[config.mk]
export PLATFORM = sky130hd
export DESIGN_NAME = ifmap_fill_ctrl
export DESIGN_NICKNAME = d
export VERILOG_FILES = /design/src/rtl/ifmap_pkg.sv /design/src/rtl/ifmap_lane_credit.sv /design/src/rtl/ifmap_fill_ctrl.sv
export SDC_FILE = /design/constraint.sdc
export NUM_CORES = 2
export LEC_CHECK = 0
export CORE_MARGIN = 10
export CORE_UTILIZATION = 50
export CTS_CLUSTER_SIZE = 10
export DETAILED_ROUTE_END_ITERATION = 10
export PLACE_DENSITY_LB_ADDON = 0.15
export SYNTH_ARGS = -nofsm -noshare
export SYNTH_HDL_FRONTEND = slang
export SYNTH_HIERARCHICAL = 1
export SYNTH_SLANG_ARGS = --single-unit
export TNS_END_PERCENT = 5
[constraint.sdc]
create_clock -name clk -period 9.1 [get_ports clk]
set_input_delay 1.82 -clock clk [delete_from_list [all_inputs] [get_ports clk]]
set_output_delay 1.82 -clock clk [all_outputs]
set_load 0.1 [all_outputs]
[src/rtl/ifmap_pkg.sv]
// ifmap_pkg: shared sizing constants, FSM encoding and helpers
// for the input-feature-map FIFO fill controller.
package ifmap_pkg;

    localparam int NUM_FIFOS  = 32;
    localparam int FIFO_DEPTH = 4;
    localparam int DATA_WIDTH = 32;
    localparam int LANE_CFG_W = 6;
    localparam int WORDS_W    = 16;
    localparam int TOTAL_W    = LANE_CFG_W + WORDS_W;

    typedef enum logic [1:0] {
        ST_IDLE,
        ST_FILL,
        ST_DRAIN,
        ST_DONE
    } state_t;

    function automatic logic [LANE_CFG_W-1:0] clamp_lanes(
        input logic [LANE_CFG_W-1:0] req,
        input logic [LANE_CFG_W-1:0] max_lanes
    );
        return (req > max_lanes) ? max_lanes : req;
    endfunction

endpackage

[src/rtl/ifmap_lane_credit.sv]
// ifmap_lane_credit: write credit and saturating pop counter
// for a single ifmap FIFO lane.
module ifmap_lane_credit
    import ifmap_pkg::*;
#(
    parameter int FIFO_DEPTH = ifmap_pkg::FIFO_DEPTH
) (
    input  logic               clk,
    input  logic               rst,
    input  logic               clr,
    input  logic               take,
    input  logic               pop_ok,
    input  logic               count_en,
    input  logic [WORDS_W-1:0] words,
    output logic               has_credit,
    output logic               fin
);

    localparam int CR_W = $clog2(FIFO_DEPTH + 1);
    localparam logic [CR_W-1:0] FULL_CREDIT = CR_W'(FIFO_DEPTH);

    logic [CR_W-1:0]    credit_q;
    logic [CR_W-1:0]    credit_d;
    logic [WORDS_W-1:0] cnt_q;
    logic [WORDS_W-1:0] cnt_d;

    // A take and a pop in the same cycle cancel out.
    always_comb begin
        credit_d = credit_q;
        unique case (1'b1)
            take && !pop_ok:
                credit_d = credit_q - CR_W'(1);
            pop_ok && !take && (credit_q != FULL_CREDIT):
                credit_d = credit_q + CR_W'(1);
            default: ;
        endcase
    end

    always_comb begin
        cnt_d = cnt_q;
        if (clr) begin
            cnt_d = '0;
        end else if (count_en && pop_ok && (cnt_q != words)) begin
            cnt_d = cnt_q + WORDS_W'(1);
        end
    end

    // fin looks at the next count so DONE follows the last pop directly.
    assign has_credit = (credit_q != '0);
    assign fin        = (cnt_d == words);

    always_ff @(posedge clk) begin
        if (rst) begin
            credit_q <= FULL_CREDIT;
            cnt_q    <= '0;
        end else begin
            credit_q <= credit_d;
            cnt_q    <= cnt_d;
        end
    end

endmodule

[src/rtl/ifmap_fill_ctrl.sv]
// ifmap_fill_ctrl: distributes a GLB read stream round-robin
// into per-lane ifmap FIFOs under credit-based flow control.
module ifmap_fill_ctrl
    import ifmap_pkg::*;
#(
    parameter int NUM_FIFOS  = ifmap_pkg::NUM_FIFOS,
    parameter int FIFO_DEPTH = ifmap_pkg::FIFO_DEPTH,
    parameter int DATA_WIDTH = ifmap_pkg::DATA_WIDTH
) (
    input  logic                                 clk,
    input  logic                                 rst,
    input  logic                                 start,
    input  logic [LANE_CFG_W-1:0]                cfg_lanes,
    input  logic [WORDS_W-1:0]                   cfg_words,
    input  logic                                 rd_valid,
    input  logic [DATA_WIDTH-1:0]                rd_data,
    output logic                                 rd_ready,
    output logic [NUM_FIFOS-1:0]                 push,
    output logic [NUM_FIFOS-1:0][DATA_WIDTH-1:0] push_data,
    input  logic [NUM_FIFOS-1:0]                 pop,
    input  logic [NUM_FIFOS-1:0]                 not_empty,
    output logic                                 busy,
    output logic                                 done
);

    localparam int LANE_W = (NUM_FIFOS > 1) ? $clog2(NUM_FIFOS) : 1;
    localparam logic [LANE_CFG_W-1:0] MAX_LANES = LANE_CFG_W'(NUM_FIFOS);

    state_t                  state_q;
    state_t                  state_d;
    logic [LANE_CFG_W-1:0]   lanes_q;
    logic [WORDS_W-1:0]      words_q;
    logic [TOTAL_W-1:0]      total_q;
    logic [TOTAL_W-1:0]      hs_cnt_q;
    logic [LANE_W-1:0]       lane_q;
    logic [LANE_CFG_W-1:0]   lanes_req;
    logic                    accept;
    logic                    hs;
    logic                    last_hs;
    logic                    lane_wrap;
    logic                    all_fin;
    logic [NUM_FIFOS-1:0]    has_credit;
    logic [NUM_FIFOS-1:0]    fin;
    logic [NUM_FIFOS-1:0]    active;
    logic [NUM_FIFOS-1:0]    take;

    assign lanes_req = clamp_lanes(cfg_lanes, MAX_LANES);
    assign accept    = (state_q == ST_IDLE) && start;
    assign rd_ready  = (state_q == ST_FILL) && has_credit[lane_q];
    assign hs        = rd_valid && rd_ready;
    assign last_hs   = hs && ((hs_cnt_q + TOTAL_W'(1)) == total_q);
    assign lane_wrap = (LANE_CFG_W'(lane_q) == (lanes_q - LANE_CFG_W'(1)));
    assign all_fin   = &(fin | ~active);
    assign busy      = (state_q == ST_FILL) || (state_q == ST_DRAIN);
    assign done      = (state_q == ST_DONE);

    always_comb begin
        state_d = state_q;
        unique case (state_q)
            ST_IDLE: begin
                if (start) begin
                    if ((cfg_lanes == '0) || (cfg_words == '0)) begin
                        state_d = ST_DONE;
                    end else begin
                        state_d = ST_FILL;
                    end
                end
            end
            ST_FILL:  if (last_hs) state_d = ST_DRAIN;
            ST_DRAIN: if (all_fin) state_d = ST_DONE;
            ST_DONE:  state_d = ST_IDLE;
            default:  state_d = ST_IDLE;
        endcase
    end

    always_ff @(posedge clk) begin
        if (rst) begin
            state_q   <= ST_IDLE;
            lanes_q   <= '0;
            words_q   <= '0;
            total_q   <= '0;
            hs_cnt_q  <= '0;
            lane_q    <= '0;
            push      <= '0;
            push_data <= '0;
        end else begin
            state_q <= state_d;
            push    <= '0;
            if (accept) begin
                lanes_q  <= lanes_req;
                words_q  <= cfg_words;
                total_q  <= TOTAL_W'(lanes_req) * TOTAL_W'(cfg_words);
                hs_cnt_q <= '0;
                lane_q   <= '0;
            end
            if (hs) begin
                push[lane_q]      <= 1'b1;
                push_data[lane_q] <= rd_data;
                hs_cnt_q          <= hs_cnt_q + TOTAL_W'(1);
                lane_q            <= lane_wrap ? '0 : lane_q + LANE_W'(1);
            end
        end
    end

    for (genvar i = 0; i < NUM_FIFOS; i++) begin : g_lane
        assign active[i] = (LANE_CFG_W'(i) < lanes_q);
        assign take[i]   = hs && (lane_q == LANE_W'(i));

        ifmap_lane_credit #(
            .FIFO_DEPTH(FIFO_DEPTH)
        ) u_credit (
            .clk        (clk),
            .rst        (rst),
            .clr        (accept),
            .take       (take[i]),
            .pop_ok     (pop[i] & not_empty[i]),
            .count_en   (busy & active[i]),
            .words      (words_q),
            .has_credit (has_credit[i]),
            .fin        (fin[i])
        );
    end

endmodule

# After elaboration in Yosys (flattened, before gate mapping)
# Index checks and enable logic that the tools add are counted.
# W data, S select, Z words.
# totals
in_bits,122
regBits,1737
output_inout_bits,1059
elab_cells,889
# op_classes
reduce_logical,335
n_eq_ne,135
add_sub_neg,99
bitwise_logic,67
magnitude_cmp,35
muxes,114
multipliers,1
# op_table
op,n
$bwmux W1024,1
$mux W16,64
$add A16 B1 Y16 const B,32
$eq A16 B16 Y1,32
$ne A16 B16 Y1,32
$logic_and A1 B1 Y1,197
$pmux W3 S2,32
$demux W32 S5,1
$add A3 B1 Y3 const B,32
$lt A5 B6 Y1 const A,16
$ne A3 B3 Y1 const B,32
$reduce_bool A3 Y1,32
$sub A3 B1 Y3 const B,32
$eq A5 B5 Y1 const B,16
$reduce_bool A2 Y1,33
$and A1 B1 Y1,64
$logic_not A1 Y1,64
$lt A4 B6 Y1 const A,8
$mux W22,2
$eq A5 B4 Y1 const B,8
$mux W32,1
$not A32 Y32,1
$or A32 B32 Y32,1
$reduce_and A32 Y1,1
other kinds (33),52

# Logic depth before layout (Yosys ltp)
# depth
ltp_word,12
ltp_mapped,23
mapped_depth_nobuf,21

# By module
# The synthesis kept the hierarchy.
# modules_own_cells
mod,seq_area_each_um2,instances,area_per_inst_um2,cells_per_inst
ifmap_fill_ctrl,22601.7,1,45823.9,5454
ifmap_lane_credit at g_lane[12].u_credit ...,380.4,16,1916.8,256
ifmap_lane_credit at g_lane[0].u_credit ...,380.4,15,1796.7,236
ifmap_lane_credit at g_lane[16].u_credit,380.4,1,1801.7,230

# Worst setup path after synthesis
# No wires, ideal clock.
# synth_path
kind,in2reg
start,input start
end,register state_q[1]
path_slack_ns,1.556
required_time_ns,8.985
cell_stages,19
path_buffers,2
setup_time_ns,0.115
t_arrival_ns,7.429
path_cell_list,nand2_1 > inv_1 > clkbuf_1 > buf_1 > clkinv_1 > o221ai_1 > or3_1 > a31oi_1 > a31o_1 > nor4_1 > nand4_1 > a2111oi_2 > nand3_1 > a211oi_1 > o21ai_0 > a2111oi_0 > o2111a_1 > a21oi_1 > o21ba_1
# synth_via
elab_chain_len,7
elab_cells_between_ends,70
classes_between,34 x eq/ne; 32 x mux; 1 x bitwise; 3 x reduce/logical
# synth_rtl
item,line_no,text
start: declaration,ifmap_fill_ctrl.sv:12,"input logic start,"
$logic_and A1 B1 Y1,ifmap_fill_ctrl.sv:48,assign accept = (state_q == ST_IDLE) && start;
named net accept,ifmap_fill_ctrl.sv:37,logic accept;
$mux W16,ifmap_lane_credit.sv:41,if (clr) begin
$eq A16 B16 Y1,ifmap_lane_credit.sv:50,assign fin = (cnt_d == words);
named net fin[29],ifmap_fill_ctrl.sv:43,logic [NUM_FIFOS-1:0] fin;
$or A32 B32 Y32,ifmap_fill_ctrl.sv:53,assign all_fin = &(fin | ~active);
$reduce_and A32 Y1,ifmap_fill_ctrl.sv:53,
$ne A2 B2 Y1 (no line),n/a,
$reduce_and A3 Y1 (no line),n/a,
end signal: assignment,ifmap_fill_ctrl.sv:87,state_q <= state_d;
end: declaration,ifmap_fill_ctrl.sv:29,state_t state_q;
# The timed path passes the listed nets, and every way through them passes these cells.
# A chain may end at the register's enable or synchronous reset.

# Worst setup path in the final report
# layout_path
start,register state_q[0]
end,register state_q[1]
# layout_via
elab_chain_len,12
elab_cells_between_ends,208
classes_between,38 x eq/ne; 65 x mux; 33 x bitwise; 72 x reduce/logical
# layout_rtl
item,line_no,text
$eq A2 B1 Y1 or $eq A2 B2 Y1 (tied branches),ifmap_fill_ctrl.sv:54,assign busy = (state_q == ST_FILL) || (state_q == ST_DRAIN);
$logic_or A1 B1 Y1,ifmap_fill_ctrl.sv:54,
$and A1 B1 Y1,ifmap_fill_ctrl.sv:117,".count_en (busy & active[i]),"
$logic_and A1 B1 Y1 (2 in a row),ifmap_lane_credit.sv:43,end else if (count_en && pop_ok && (cnt_q != words)) begin
$mux W16,ifmap_lane_credit.sv:43,
$mux W16 *,ifmap_lane_credit.sv:41,
$eq A16 B16 Y1 *,ifmap_lane_credit.sv:50,
named net fin[29],ifmap_fill_ctrl.sv:43,
$or A32 B32 Y32 *,ifmap_fill_ctrl.sv:53,
$reduce_and A32 Y1 *,ifmap_fill_ctrl.sv:53,
$ne A2 B2 Y1 (no line) *,n/a,
$reduce_and A3 Y1 (no line) *,n/a,
# The timed path passes the listed nets; every way through them passes the cells marked *.

==> metrics.txt <==
GRT Residual Overflow 0; Post-Route Skew roughly 0.062 ns; Top FF cell, synth dfxtp_1; final period utilization between 80 and 90%; most frequent cells in the layout 2249 x nand2_1, 1721 x dfxtp_1, 1239 x a21oi_1, 1123 x clkdlybuf4s50_1, 1089 x nor2_1; DRT iter0 DRCs roughly 11000; CP Launch Type flip-flop; reg2reg path depth 20; Final Max Tran Viols 0; Lkg Pwr between 40 and 50 nW; Final Wtd Congestion approximately 0.95; reg2reg setup slack 1.61 ns; Endpoint, Worst Hold push_data[411]; Post-synth EDFFs 0; commonest non-fill, non-tap cell in the layout nand2_1; Place WS 1.07 ns; dpl hpwl ~300000 um; Crit Path Category reg -> reg; Initial Utilization ~50%; IO Count 1181; Syn Nets between 10000 and 15000; routed len/inst 25.4 um; worst rel slew slack 12.8%; run status finished clean; fin crit period about 7.5 ns; Syn Area/Cell roughly 8 um^2; antenna violations before repair 20; vias in the first global route ~98000; hold depth 2; HP Start push_data[411]; GRT Util Overall a little over a third; Synth area leader dfxtp_1; RSZ-0062 raised after global routing false; max_cap viols 0; Cells after Synth approximately 13000; Async S/R FF share, synth 0%; post-synth top area share around 33%; Max Clk Rate approximately 130 MHz; Switching Fraction between 30% and 40%; post-synth cell types 100; reg2reg end state_q[1]; crit path max fanout 21; CTS root buffer clkbuf_16; clock-pin slew on the worst setup and hold paths ~0.060 ns; share of post-route cells with drive strength above 1 between 6 and 7%; FP Rows around 170; Die X ~480 um; Worst Hold Class reg -> reg; Max VDD drop 195 uV; final net count ~14000; # clock sinks roughly 1700; YS warnings 6; largest net degree at the start of global routing ~190; Core ar. about 210000 um^2; sequential share of power 36.4%; mapped cell area between 100000 and 150000 um^2; clock network power share between 30% and 40%; setup TNS 0 ns; die height 479 um; Clock Latency Late Sink about 0.89 ns; cts repair resizes 0; global-route wire length before repair approximately 630000 um; DR DRC count 0; fin worst setup slack about 1.6 ns; H-tree depth 4; ANT nets after route 0; net load switching power 7.76 mW; fin util between 50% and 60%; Design Power 21.8 mW; Die ar. around 230000 um^2; CP endpoint kind flip-flop; register area share after synthesis between 30% and 40%; total setup buffers inserted after CTS 0; Pre-antenna DRT Iters 6; combinational power share a little over a quarter; CTS tree yes; Synth Register Bits between 1500 and 2000; via count about 100k; clock buffer count from CTS 208; # hold bufs at CTS 0; Synth area leaders dfxtp_1 33%, nand2_1 8.0%, a21oi_1 5.9%; final WL 425000 um; internal power approximately 14 mW; Final setup viols 0; WP data arrival ~8.3 ns; Worst Tran Pin Value roughly 1.3 ns; RR Startpoint state_q[0]; Req. time, crit path about 9.9 ns; P&R area growth vs syn 15.9%; pwr dens ~180 nW/um^2; PortBufs roughly 1200; Max Root-Sink Buffers 3; Vias per Instance slightly above 6; Final Hold Viols 0
==> worst max-delay path by stage <==
stage / start / endpoint / slack, ns / cells past startpoint
floorplan: start / state_q[1] / 1.56 / 19
global placement: cfg_lanes[5] / total_q[21] / 1.15 / 17
detailed placement: cfg_lanes[5] / total_q[21] / 1.07 / 17
CTS: state_q[0] / state_q[1] / 1.81 / 20
global route: state_q[0] / state_q[1] / 1.26 / 21
finish: state_q[0] / state_q[1] / 1.61 / 20
==> registers in the layout, summed over array words and instances (netlist names) <==
signal and cells:
lanes_q 6, hs_cnt_q 22, push 32, state_q 2
lane_q 5, words_q 16, g_lane.u_credit/credit_q 96, total_q 22
g_lane.u_credit/cnt_q 512, push_data 1024
==> layer usage <==
metal	track usage [%]	part of all wire [%]	vias up	wire, um
li1	-	-	47300	-
met1	44.0	40	50400	169000
met2	55.2	45	4816	190000
met3	9.01	9.9	1022	42100
met4	17.1	5.7	8	24000
met5	0	0.013	-	55
==> kinds of logic after synthesis <==
kind of cell	share of synthesized area, %
AOI/OAI and AO/OA	13.8
xor gates and xnor gates	9.46
adders and majority gates	2.61
buffers and inverters	6.89
DFF	33.0
muxes	4.24
and+or+nand+nor	30.0
==> worst max-delay path, stage by stage (launching register included) <==
cell	delay (ns)
dfxtp_1	0.39
inv_1	0.11
ha_1	0.40
inv_1	0.34
nor2_1	0.45
o21ai_0	0.30
a21oi_1	0.59
nand2_1	0.39
or3_1	0.59
or4_1	0.46
a21oi_1	0.20
xnor2_1	0.14
nand3_1	0.13
a2111oi_2	0.86
nand3_1	0.23
a211oi_1	0.28
o21ai_0	0.12
a2111oi_1	0.76
o2111ai_1	0.22
nor3_1	0.28
o21ba_1	0.17
==> power by group through the flow <==
stage / combinational (mW) / sequential (mW) / clock, mW
floorplan: 4.05 / 8.38 / 0
global placement: 5.70 / 8.08 / 0
detailed placement: 5.79 / 8.09 / 0
CTS: 5.82 / 7.92 / 8.04
global route: 6.32 / 7.94 / 8.33
finish: 5.93 / 7.93 / 7.95
==> cell type report <==
class	instances	area (um^2)
repair buffers	1337	13100
clock buffers	259	5620
multi-input cells	10300	63200
flip-flops and latches	1737	34800
well taps	2805	3510
clock inverters	37	638
fillers	19000	87600
inverters	255	965
diodes	19	47.5
==> metrics by stage <==
step / cell area (um^2) / std cells / hold slack (ns)
floorplan: 105000 / 13300 / 0.443
global placement: 116000 / 16400 / 0.441
detailed placement: 116000 / 16400 / 0.445
CTS: 122000 / 16700 / 0.453
global route: 122000 / 16700 / 0.466
finish: 122000 / 16700 / 0.452
==> cells in the mapped netlist (all sizes together), types with 30 or more instances <==
master   instances
nand2         2282
nor4           288
nand3          406
ha              77
a41oi           32
a21oi         1239
or2             80
o311ai          35
nand3b         104
xnor2          565
mux2            30
o31ai           81
and2           223
fa              89
mux2i          391
o311a           62
xor2           438
o22ai           50
o21ai          365
or4            167
o2111ai         50
buf            640
nand4          352
inv            240
o211ai          58
a211oi          46
nor4b           37
a31o            32
clkbuf         420
a311oi          52
nor2b          202
nand2b         247
a221oi          35
xnor3           46
a21o            41
or3            239
nor3           334
a31oi           34
or4b            30
nor3b           48
dfxtp         1737
and4            74
nor2          1092
(Power assumes the default switching activity.)
